==> src/rtl/add_job_sequencer_if.sv <==
// Handshake and adder bus bundle for add_job_sequencer.
// The slave modport is the sequencer's view; the master modport is its environment.
interface add_job_sequencer_if;
  logic       in_valid;
  logic       in_ready;
  logic [7:0] in_a;
  logic [7:0] in_b;
  logic       in_cin;

  logic       add_start;
  logic [7:0] add_a;
  logic [7:0] add_b;
  logic       add_cin;
  logic [8:0] add_sum;

  logic       out_valid;
  logic       out_ready;
  logic [8:0] out_sum;

  logic       busy;
  logic [7:0] job_count;

  modport slave (
    input  in_valid, in_a, in_b, in_cin, add_sum, out_ready,
    output in_ready, add_start, add_a, add_b, add_cin, out_valid, out_sum, busy, job_count
  );

  modport master (
    output in_valid, in_a, in_b, in_cin, add_sum, out_ready,
    input  in_ready, add_start, add_a, add_b, add_cin, out_valid, out_sum, busy, job_count
  );
endinterface

==> src/rtl/add_job_sequencer.sv <==
// Buffers add jobs in a small FIFO and feeds them one at a time to an external
// multi-cycle serial adder, holding each result until downstream accepts it.
module add_job_sequencer #(
  parameter int unsigned FIFO_DEPTH = 4,
  parameter int unsigned ADD_CYCLES = 10
) (
  input logic                clk,
  input logic                rst,
  add_job_sequencer_if.slave bus
);

  localparam int unsigned PtrW = $clog2(FIFO_DEPTH);
  localparam int unsigned OccW = $clog2(FIFO_DEPTH + 1);
  localparam int unsigned CntW = (ADD_CYCLES > 1) ? $clog2(ADD_CYCLES) : 1;

  localparam logic [OccW-1:0] OccFull = OccW'(FIFO_DEPTH);
  localparam logic [CntW-1:0] CntLoad = CntW'(ADD_CYCLES - 1);

  typedef enum logic [2:0] {
    StIdle,
    StStart,
    StWait,
    StCapture,
    StOut
  } state_e;

  state_e          state_q;
  logic [16:0]     mem_q [FIFO_DEPTH];
  logic [PtrW-1:0] wr_ptr_q;
  logic [PtrW-1:0] rd_ptr_q;
  logic [OccW-1:0] occ_q;
  logic [CntW-1:0] wait_cnt_q;

  logic            add_start_q;
  logic [7:0]      add_a_q;
  logic [7:0]      add_b_q;
  logic            add_cin_q;
  logic            out_valid_q;
  logic [8:0]      out_sum_q;
  logic            busy_q;
  logic [7:0]      job_count_q;

  logic            in_ready;
  logic            push;
  logic            pop;
  logic [16:0]     head;

  // Ready comes from registered occupancy only, so a pop this cycle does not
  // make room for a push until the following cycle.
  assign in_ready = occ_q < OccFull;
  assign push     = bus.in_valid & in_ready;
  assign pop      = (state_q == StIdle) && (occ_q != '0);
  assign head     = mem_q[rd_ptr_q];

  always_ff @(posedge clk) begin
    if (push) begin
      mem_q[wr_ptr_q] <= {bus.in_cin, bus.in_b, bus.in_a};
    end
  end

  always_ff @(posedge clk or posedge rst) begin
    if (rst) begin
      wr_ptr_q <= '0;
      rd_ptr_q <= '0;
      occ_q    <= '0;
    end else begin
      if (push) begin
        wr_ptr_q <= wr_ptr_q + PtrW'(1);
      end
      if (pop) begin
        rd_ptr_q <= rd_ptr_q + PtrW'(1);
      end
      if (push && !pop) begin
        occ_q <= occ_q + OccW'(1);
      end else if (pop && !push) begin
        occ_q <= occ_q - OccW'(1);
      end
    end
  end

  always_ff @(posedge clk or posedge rst) begin
    if (rst) begin
      state_q     <= StIdle;
      wait_cnt_q  <= '0;
      add_start_q <= 1'b0;
      add_a_q     <= '0;
      add_b_q     <= '0;
      add_cin_q   <= 1'b0;
      out_valid_q <= 1'b0;
      out_sum_q   <= '0;
      busy_q      <= 1'b0;
      job_count_q <= '0;
    end else begin
      add_start_q <= 1'b0;
      unique case (state_q)
        StIdle: begin
          if (pop) begin
            {add_cin_q, add_b_q, add_a_q} <= head;
            add_start_q <= 1'b1;
            busy_q      <= 1'b1;
            state_q     <= StStart;
          end
        end
        StStart: begin
          wait_cnt_q <= CntLoad;
          state_q    <= StWait;
        end
        StWait: begin
          if (wait_cnt_q == '0) begin
            state_q <= StCapture;
          end else begin
            wait_cnt_q <= wait_cnt_q - CntW'(1);
          end
        end
        StCapture: begin
          out_sum_q   <= bus.add_sum;
          out_valid_q <= 1'b1;
          state_q     <= StOut;
        end
        StOut: begin
          if (bus.out_ready) begin
            out_valid_q <= 1'b0;
            busy_q      <= 1'b0;
            job_count_q <= job_count_q + 8'd1;
            state_q     <= StIdle;
          end
        end
        default: state_q <= StIdle;
      endcase
    end
  end

  assign bus.in_ready  = in_ready;
  assign bus.add_start = add_start_q;
  assign bus.add_a     = add_a_q;
  assign bus.add_b     = add_b_q;
  assign bus.add_cin   = add_cin_q;
  assign bus.out_valid = out_valid_q;
  assign bus.out_sum   = out_sum_q;
  assign bus.busy      = busy_q;
  assign bus.job_count = job_count_q;

  // Registered outputs must always agree with the state they decode.
  a_start_only_in_start: assert property (@(posedge clk) disable iff (rst)
    add_start_q |-> (state_q == StStart));
  a_out_valid_in_out: assert property (@(posedge clk) disable iff (rst)
    out_valid_q == (state_q == StOut));
  a_busy_not_idle: assert property (@(posedge clk) disable iff (rst)
    busy_q == (state_q != StIdle));
  a_occ_bounded: assert property (@(posedge clk) disable iff (rst)
    occ_q <= OccFull);
  a_ops_stable: assert property (@(posedge clk) disable iff (rst)
    !pop |=> $stable({add_cin_q, add_b_q, add_a_q}));

endmodule

==> src/flat_wrapper.sv <==
// flat-port wrapper written by rule: the top's interface ports become plain ports
module add_job_sequencer_flat 
#(
  parameter int unsigned FIFO_DEPTH = 4,
  parameter int unsigned ADD_CYCLES = 10
)
  (clk, rst, bus_in_valid, bus_in_a, bus_in_b, bus_in_cin, bus_add_sum, bus_out_ready, bus_in_ready, bus_add_start, bus_add_a, bus_add_b, bus_add_cin, bus_out_valid, bus_out_sum, bus_busy, bus_job_count);
  add_job_sequencer_if bus_i ();
  input logic clk;
  input logic rst;
  input wire logic [$bits(bus_i.in_valid)-1:0] bus_in_valid;
  input wire logic [$bits(bus_i.in_a)-1:0] bus_in_a;
  input wire logic [$bits(bus_i.in_b)-1:0] bus_in_b;
  input wire logic [$bits(bus_i.in_cin)-1:0] bus_in_cin;
  input wire logic [$bits(bus_i.add_sum)-1:0] bus_add_sum;
  input wire logic [$bits(bus_i.out_ready)-1:0] bus_out_ready;
  output wire logic [$bits(bus_i.in_ready)-1:0] bus_in_ready;
  output wire logic [$bits(bus_i.add_start)-1:0] bus_add_start;
  output wire logic [$bits(bus_i.add_a)-1:0] bus_add_a;
  output wire logic [$bits(bus_i.add_b)-1:0] bus_add_b;
  output wire logic [$bits(bus_i.add_cin)-1:0] bus_add_cin;
  output wire logic [$bits(bus_i.out_valid)-1:0] bus_out_valid;
  output wire logic [$bits(bus_i.out_sum)-1:0] bus_out_sum;
  output wire logic [$bits(bus_i.busy)-1:0] bus_busy;
  output wire logic [$bits(bus_i.job_count)-1:0] bus_job_count;
  assign bus_i.in_valid = bus_in_valid;
  assign bus_i.in_a = bus_in_a;
  assign bus_i.in_b = bus_in_b;
  assign bus_i.in_cin = bus_in_cin;
  assign bus_i.add_sum = bus_add_sum;
  assign bus_i.out_ready = bus_out_ready;
  assign bus_in_ready = bus_i.in_ready;
  assign bus_add_start = bus_i.add_start;
  assign bus_add_a = bus_i.add_a;
  assign bus_add_b = bus_i.add_b;
  assign bus_add_cin = bus_i.add_cin;
  assign bus_out_valid = bus_i.out_valid;
  assign bus_out_sum = bus_i.out_sum;
  assign bus_busy = bus_i.busy;
  assign bus_job_count = bus_i.job_count;
  add_job_sequencer #(.FIFO_DEPTH(FIFO_DEPTH), .ADD_CYCLES(ADD_CYCLES)) u_core (.clk(clk), .rst(rst), .bus(bus_i));
endmodule
==> config.mk <==
export PLATFORM = sky130hd
export DESIGN_NAME = add_job_sequencer_flat
export DESIGN_NICKNAME = d
export VERILOG_FILES = /design/src/rtl/add_job_sequencer_if.sv /design/src/rtl/add_job_sequencer.sv /design/src/flat_wrapper.sv
export SDC_FILE = /design/constraint.sdc
export NUM_CORES = 1
export LEC_CHECK = 0
export CORE_UTILIZATION = 58
export DETAILED_ROUTE_END_ITERATION = 16
export PLACE_DENSITY = 0.84
export SETUP_SLACK_MARGIN = 0.02
export SLEW_MARGIN = 20
export SYNTH_ARGS = -nofsm -noshare
export SYNTH_HDL_FRONTEND = slang
export SYNTH_SLANG_ARGS = --single-unit
export TNS_END_PERCENT = 20
==> constraint.sdc <==
create_clock -name clk -period 4.1 [get_ports clk]
set_input_delay 1.23 -clock clk [delete_from_list [all_inputs] [get_ports clk]]
set_output_delay 1.23 -clock clk [all_outputs]
set_load 0.05 [all_outputs]
; ---- Word level (Yosys, flattened, before mapping)
; Memories as Yosys holds them, arrays and structs flattened. A register that Yosys moved wholly into a read port is not among the register bits.
; Index checks and enable logic that the tools add are counted.
[op_classes]
n_addsub = 6
magnitude_cmp = 1
bitwise = 1
reduce_logical = 18
n_mux = 16
eq_ne = 8
[op_table]
columns = cell, n
row1 = $mux 3, 5
row2 = $pmux 3 s5, 1
row3 = $add 8x1->8 const B, 1
row4 = $pmux 4 s2, 1
row5 = $reduce_and 2->1, 4
row6 = $reduce_bool 2->1, 4
row7 = $eq 3x2->1 const B, 2
row8 = $mux 1, 6
row9 = $reduce_and 3->1, 2
row10 = $add 2x1->2 const B, 2
row11 = $logic_not 4->1, 1
row12 = $mux 4, 1
row13 = $ne 2x1->1 const B, 2
row14 = $ne 2x2->1 const B, 2
row15 = $pmux 1 s2, 2
row16 = $sub 4x1->4 const B, 1
row17 = $add 3x1->3 const B, 1
row18 = $eq 3x1->1 const B, 1
row19 = $eq 3x3->1 const B, 1
row20 = $logic_and 1x1->1, 3
row21 = $logic_not 3->1, 1
row22 = $lt 3x3->1 const B, 1
row23 = $reduce_bool 3->1, 1
row24 = $sub 3x1->3 const B, 1
row25 = other kinds (2), 3
[word_totals]
reg_bits = 34
n_memories = 1
out_inout_bits = 38
ramBits = 68
[mem_list]
columns = memory, words, word_bits, rd, rd_clocked_by_memory_dff, wr, line
row1 = u_core.mem_q, 4, 17, 1, 1, 1, add_job_sequencer.sv:28  ; logic [16:0] mem_q [FIFO_DEPTH];

; ---- Longest topological paths before layout
[logic_depth]
ltp_word = 6
mapped_depth = 9
depth_no_buf = 8

; ---- Least setup slack after synthesis
; Ideal clock, no wire load.
[synth_path]
path_kind = input to register
from = input bus_in_valid
to = register u_core.occ_q[2]
t_required_ns = 3.961
path_stages = 8
arrival_ns = 2.545
path_slack_ns = 1.416
setup_ns = 0.139
cell_sequence = nor2b_1 -> clkbuf_1 -> ha_1 -> inv_1 -> fa_1 -> xor2_1 -> nor2_1 -> xnor2_1
[synth_between]
elab_chain_len = 4
elab_cells_between_ends = 6
cone_classes = mux: 1 / bitwise: 1 / reduce/logical: 4
[synth_lines]
columns = item, line
row1 = "start, declared", flat_wrapper.sv:11  ; input wire logic [$bits(bus_i.in_valid)-1:0] bus_in_valid;
row2 = $and 1x1->1 *, add_job_sequencer.sv:51  ; assign push = bus.in_valid & in_ready;
row3 = named net u_core.push, add_job_sequencer.sv:44  ; logic push;
row4 = $logic_not 1->1, add_job_sequencer.sv:75  ; end else if (pop && !push) begin
row5 = $logic_and 1x1->1, add_job_sequencer.sv:75
row6 = $reduce_bool 2->1 (no source line), -
row7 = "end signal, assigned", add_job_sequencer.sv:74  ; occ_q <= occ_q + OccW'(1);
row8 = "end signal, assigned", add_job_sequencer.sv:76  ; occ_q <= occ_q - OccW'(1);
row9 = "end, declared", add_job_sequencer.sv:31  ; logic [OccW-1:0] occ_q;
; Mark *: on every way through the listed nets, which the timed path passes. The rest lies on a longest branch.
; A chain may end at the register's enable or synchronous reset.

; ---- Worst setup path in the final report
[layout_path]
from = register u_core.job_count_q[0], in the netlist u_core.bus.job_count[0]
to = output bus_job_count[0]
[layout_lines]
columns = item, line
row1 = "start, declared", add_job_sequencer.sv:41  ; logic [7:0] job_count_q;
row2 = "start signal, assigned", add_job_sequencer.sv:124  ; job_count_q <= job_count_q + 8'd1;
row3 = "end, declared", flat_wrapper.sv:25  ; output wire logic [$bits(bus_i.job_count)-1:0] bus_job_count;
; No word-level cell between the ends.

==> flow_metrics.tcl <==
set metrics [dict create \
    ys_seq_elements 119 \
    maxSlewHeadroom 0.401 \
    power.leakage_uw 0.00233 \
    diodes 0 \
    use_met1 0.329 \
    grt-ovfl-total 0 \
    synth-edff-count 68 \
    die_h_um 92.5 \
    via_per_inst 5.70 \
    cts-root-buf "clkbuf_8" \
    cp_top_family "buffers and inverters" \
    fin_crit_sh 0.750 \
    nets 373 \
    async_reset_ff_frac 0.429 \
    drcViolationCount 0 \
    path_class "register to output port" \
    clock-sinks 119 \
    setup_viol_count_final 0 \
    ys_seq_area_frac 0.699 \
    hold_viol 0 \
    start_kind "register" \
    synth_ff_type "edfxtp_1" \
    ant_nets 0 \
    dr.pass1.iters 5 \
    place_congestion 0.794 \
    worstSkewPairLatency_ns 0.51 \
    gr-usage-met3 0.0632 \
    grt_usage 0.244 \
    wire_per_inst_um 20.7 \
    rows 32 \
    r2r_setup_slack_ns 1.46 \
    routed_wl_mm 9.30 \
    tightest_slew_ns 0.897 \
    max_freq_mhz 325 \
    ys_top_cells_by_area "edfxtp_1 (43%), dfrtp_1 (27%), mux4_2 (8.1%)" \
    coreArea_mm2 0.00781 \
    setup_tns_ns 0 \
    io_pins 68 \
    htree_levels 4 \
    synthTopCellsByCount "edfxtp_1 (68), dfrtp_1 (51), mux4_2 (17)" \
    yosysUniqueCellTypes 41 \
    syn_nets 298 \
    num_vias 2567 \
    whs_endpoint "u_core.bus.job_count[7]" \
    ir_worst_vdd_mv 0.463 \
    area_delta_synth_final_pct 26.9 \
    slew_viol_final 0 \
    postCtsSetupRepairBufs 0 \
    hpwl_mm 5.29 \
    clk_path_buf_depth 2 \
    synth.top_cell.area_share 0.430 \
    finalClockSkew_ns 0.00761 \
    path_cells "clkdlybuf4s50_1" \
    reg2regPathDepth 8 \
    rsz0062_at_grt "false" \
    r2r-start "u_core.occ_q[0]" \
    synth_area_mm2 0.00475 \
    outcome "finished clean" \
    yosys_warnings 0 \
    grt_pass1_vias 2730 \
    whs_path_depth 1 \
    endpoint_kind "output port" \
    dieArea_mm2 0.00855 \
    synthCells 260 \
    reg2reg_to "u_core.occ_q[2]" \
    hold_path_class "register to register" \
    start_util 0.608 \
    layout-drive-gt1-share 0.216 \
    grt-busiest-layer "met2" \
    crit_buf_inv 1 \
    hp-start "u_core.bus.job_count[7]" \
    final_util 0.772 \
    crit_slowest_cell "clkdlybuf4s50_1" \
    grt_util_met2 0.375 \
    maxCapViolCount 0 \
    ctsResizeCount 0 \
    timing.final.crit_period_ns 3.08 \
    power.density_mw_per_mm2 887 \
    grt_max_degree 52 \
    avgSynthCellArea_um2 18.3 \
    grt_pass1_wl_mm 14.8 \
    drtIter0Drc 197 \
    path_clk_slew_ns 0.05 \
    die_x_um 92.5 \
    antenna_found_initial 0 \
    worst_path_largest_cell_delay_ns 0.86 \
    yosysMostFrequentCell "edfxtp_1" \
    synth_top_area_cell "edfxtp_1" \
    worstPathArrival_ns 1.85 \
    cts_tree "built" \
    cp.required_ns 2.87 \
    crit_fanout 6 \
    port_buffers 67 \
    cts_hold_buffers 0 \
    cts_made_buffers 17 \
]
## cell usage in the layout, fill, tap and decap left out, drive strengths merged, types with 3 or more instances in the layout
| cell | instances |
|---|---|
| ha | 7 |
| clkdlybuf4s50 | 67 |
| xor2 | 4 |
| nand4 | 3 |
| mux2 | 27 |
| xnor2 | 10 |
| nor2 | 6 |
| mux4 | 17 |
| dfrtp | 51 |
| nor3 | 4 |
| clkbuf | 24 |
| nand2 | 8 |
| and2 | 4 |
| o21ai | 4 |
| inv | 11 |
| clkinv | 6 |
| edfxtp | 68 |
## worst max-delay path by stage
stage,cells after the start,startpoint,to
finish,1,u_core.bus.job_count[0],bus_job_count[0]
global route,1,u_core.bus.job_count[0],bus_job_count[0]
CTS,1,u_core.bus.job_count[0],bus_job_count[0]
detailed placement,8,bus_in_valid,u_core.occ_q[2]
global placement,8,bus_in_valid,u_core.occ_q[2]
floorplan,8,bus_in_valid,u_core.occ_q[2]
## per-layer routing
metal,wire (µm),vias to the layer above
met4,168,0
met2,4780,98
met1,3910,1324
li1,-,1129
met3,446,16
met5,0,-
## power breakdown
part | internal [µW] | switching (µW) | leakage [µW]
Combinational | 921 | 1120 | 0.000824
Sequential | 1610 | 313 | 0.00123
Clock | 882 | 501 | 0.000280
## metrics by stage
stage	total power (µW)	hold WS [ns]	instances	instance area, µm²	worst slack, ns
6_report	5340	0.474	450	6020	1.02
5_1_grt	5570	0.490	450	6020	0.960
4_1_cts	5380	0.474	450	6020	0.998
3_5_place_dp	3930	0.461	418	5460	0.734
3_3_place_gp	3870	0.465	418	5460	0.769
2_1_floorplan	3410	0.462	260	4750	1.42
## final cells by class
cell class | count | area [µm²]
clock buffer | 24 | 492
clock inverter | 8 | 68.8
fill | 466 | 1780
inverter | 11 | 42.5
multi-input combinational | 119 | 1300
sequential | 119 | 3320
tap | 102 | 128
timing repair buffer | 67 | 671
## registers in the layout, summed over array words and instances (netlist names), 2 cells and up
| name | count |
|---|---|
| u_core.rd_ptr_q | 2 |
| u_core.bus.add_b | 8 |
| u_core.bus.job_count | 8 |
| u_core.occ_q | 3 |
| u_core.wr_ptr_q | 2 |
| u_core.bus.out_sum | 9 |
| u_core.wait_cnt_q | 4 |
| u_core.state_q | 3 |
| u_core.mem_q | 68 |
| u_core.bus.add_a | 8 |
## cells by family after synthesis
logic type | count (synthesis) | synth area share
adder cells (fa/ha/maj) | 8 | 0.0227
multiplexers | 46 | 0.162
AO/OA/AOI/OAI | 10 | 0.0132
flip-flops | 119 | 0.699
buffers and inverters | 22 | 0.0261
AND/OR/NAND/NOR | 41 | 0.0514
XOR/XNOR | 14 | 0.0258
No activity file was read; power rests on OpenSTA's default activity.
==> patch: new RTL, same flow settings <==
`FIFO_DEPTH` is set to 4 in 2 places; all go to 2.
--- a/src/rtl/add_job_sequencer.sv
+++ b/src/rtl/add_job_sequencer.sv
@@ -3,3 +3,3 @@
 module add_job_sequencer #(
-  parameter int unsigned FIFO_DEPTH = 4,
+  parameter int unsigned FIFO_DEPTH = 2,
   parameter int unsigned ADD_CYCLES = 10
--- a/src/flat_wrapper.sv
+++ b/src/flat_wrapper.sv
@@ -3,3 +3,3 @@
 #(
-  parameter int unsigned FIFO_DEPTH = 4,
+  parameter int unsigned FIFO_DEPTH = 2,
   parameter int unsigned ADD_CYCLES = 10
Function: changed (a bounded check fails within 4 cycles, from zero or initial values and one cycle with rst high).
==> patch against the unedited design <==
- critical path depth rose by 1
- global-route usage is 3.1 points lower
- design area down 31%
- wire length shrank 40%
- setup slack better by 0.17 ns
- highest routed layer unchanged
- cell count fell by 22%
- total power down 32%
- register-to-register slack better by 0.81 ns
- area after synthesis fell by 31%
- largest power group unchanged
- critical path type unchanged
- sequential cell count is 37 lower
==> patch: results (changes against the unedited design) <==
* Hold path startpoint: u_core.wait_cnt_q[3]$_DFFE_PP0P_
* Reg clk slew, reported paths at 0.07 ns (+0.02 ns)
* Slew margin rel. at 0.3900 (-0.01119)
* Max clock buf depth at 2 (unchanged)
* Top reg by flops: u_core.mem_q
* Resized cells post-CTS at 0 (unchanged)
* Worst R2R End: u_core.mem_q[0][12]$_DFFE_PP_
* Vias in the first global route at 1992 (-27%)
* Worst-Skew Late Latency at 0.34 ns (-0.17 ns)
* Crit path launch: u_core.occ_q[1]$_DFFE_PP0P_
* CTS H-tree depth at 3 (-1)
* Hold path endpoint: u_core.wait_cnt_q[3]$_DFFE_PP0P_
* Total number of vias at 1829 (-29%)
* Port buffer count at 67 (unchanged)
* Sequential fraction of the synthesis area at 0.6784 (-0.02080)
* Outcome: complete, no violations
* DRT Wirelength at 5614 um (-40%)
* Clk_skew at 0.008970 ns (+0.001356 ns)
* Final nets at 308 (-17%)
* Synth cell count leaders: dfrtp_1, mux2_2, edfxtp_1
* Highest metal used: met4
* Post-CTS setup buffers at 0 (unchanged)
* Setup Slack @ Placement at 0.9698 ns (+0.2356 ns)
* CTS buffer count at 9 (-8)
* WL met2 at 2800 um (-41%)
* DR pass1 iterations at 2 (-3)
* Internal reg-to-reg setup slack at 2.27 ns (+0.81 ns)
* Min Hold Slack at 0.4714 ns (-0.002487 ns)
* CP arrival at 1.67 ns (-0.18 ns)
* LEAKAGE at 1.664 nW (-29%)
* CP delay by family, top: buffers and inverters
* CTS Root Buffer Type: clkbuf_8
* M1 WL at 2424 um (-38%)
* Largest stage delay on the critical path at 0.81 ns (-0.05 ns)
* Global Route Usage Sum at 0.2134 (-0.03103)
* First-pass GRT wire length at 9425 um (-37%)
* Starting DRT DRC Count at 61 (-69%)
* Min-Delay Path Class: flop to flop
* GP Congestion at 0.7250 (-8.7%)
* Worst R2R Path Depth at 2 (-6)
* DP HPWL at 3764 um (-29%)
* Synth unique cells at 34 (-17%)
* Metal3 WL at 303 um (-32%)
* Share of cells above drive strength 1 at 0.2258 (+0.01029)
* Ys async rst share at 0.5854 (+0.1568)
* Syn Nets at 238 (-20%)
* Post-synth EDFFs at 34 (-50%)
* Slowest cell on crit path: clkdlybuf4s50_1
* Post-Place Cell Area at 3973 sq um (-27%)
* Fillers at 314 (-33%)
* Max IR drop VDD at 0.5355 mV (+16%)
* Largest net degree at the start of global routing at 49 (-5.8%)
* Top post-synthesis cells by area: dfrtp_1, edfxtp_1, mux2_2
* Max reg flops at 34 (-50%)
* CP max FO at 4 (-2)
## patch: logic make-up (layout without fill, tap and decap cells)
group | after synthesis | in the layout | synth area share
compound gates | 7 | 7 | 0.01681
xor+xnor | 13 | 13 | 0.03476
fa+ha+maj | 4 | 4 | 0.01528
buf+inv | 18 | 93 | 0.03323
flops | 82 | 82 | 0.6784
mux | 46 | 46 | 0.1665
simple gates | 34 | 34 | 0.05501
## patch: report_power, final
group	switching, mW	internal, mW
clock network	0.270	0.276
registers	0.205	1.15
logic	0.989	0.738
total	1.46	2.16
## patch: worst max path at each step
stage / depth (start not counted) / slack [ns] / to
floorplan: 2 / 1.41 / u_core.mem_q[0][0]$_DFFE_PP_
detailed placement: 3 / 0.97 / u_core.mem_q[0][8]$_DFFE_PP_
global route: 2 / 1.14 / bus_in_ready
finish: 2 / 1.20 / bus_in_ready
global placement: 3 / 0.99 / u_core.mem_q[0][8]$_DFFE_PP_
CTS: 2 / 1.18 / bus_in_ready
## patch: metrics by stage
step                      cells  utilization  power [mW]
after floorplan             204            -       2.643
after global placement      333       0.7538       3.054
after detailed placement    333       0.7538       3.107
after CTS                   349       0.7889       3.661
after global routing        349       0.7892       3.805
final                       349       0.7892       3.627
## patch: layout make-up
class                           count  area [sq um]  area share
Sequential cell                    82          2222      0.5343
Multi-Input combinational cell    104         947.2      0.2277
Timing Repair Buffer               67         670.6      0.1613
Clock buffer                       10         127.6     0.03069
Tap cell                           70         87.58     0.02106
Clock inverter                      6         57.56     0.01384
Inverter                           10         46.29     0.01113
## patch: worst register-to-register path, cell delays in order, from the launching register on
cell and delay (ns):
dfrtp_1 0.41, nor2b_1 0.24, nor2b_2 0.80
## patch: routing by layer
layer / global-route usage / vias to the layer above
li1: - / 860
met3: 0.06786 / 11
met4: 0.08491 / 0
met5: 0 / -
met2: 0.3496 / 53
met1: 0.2630 / 905
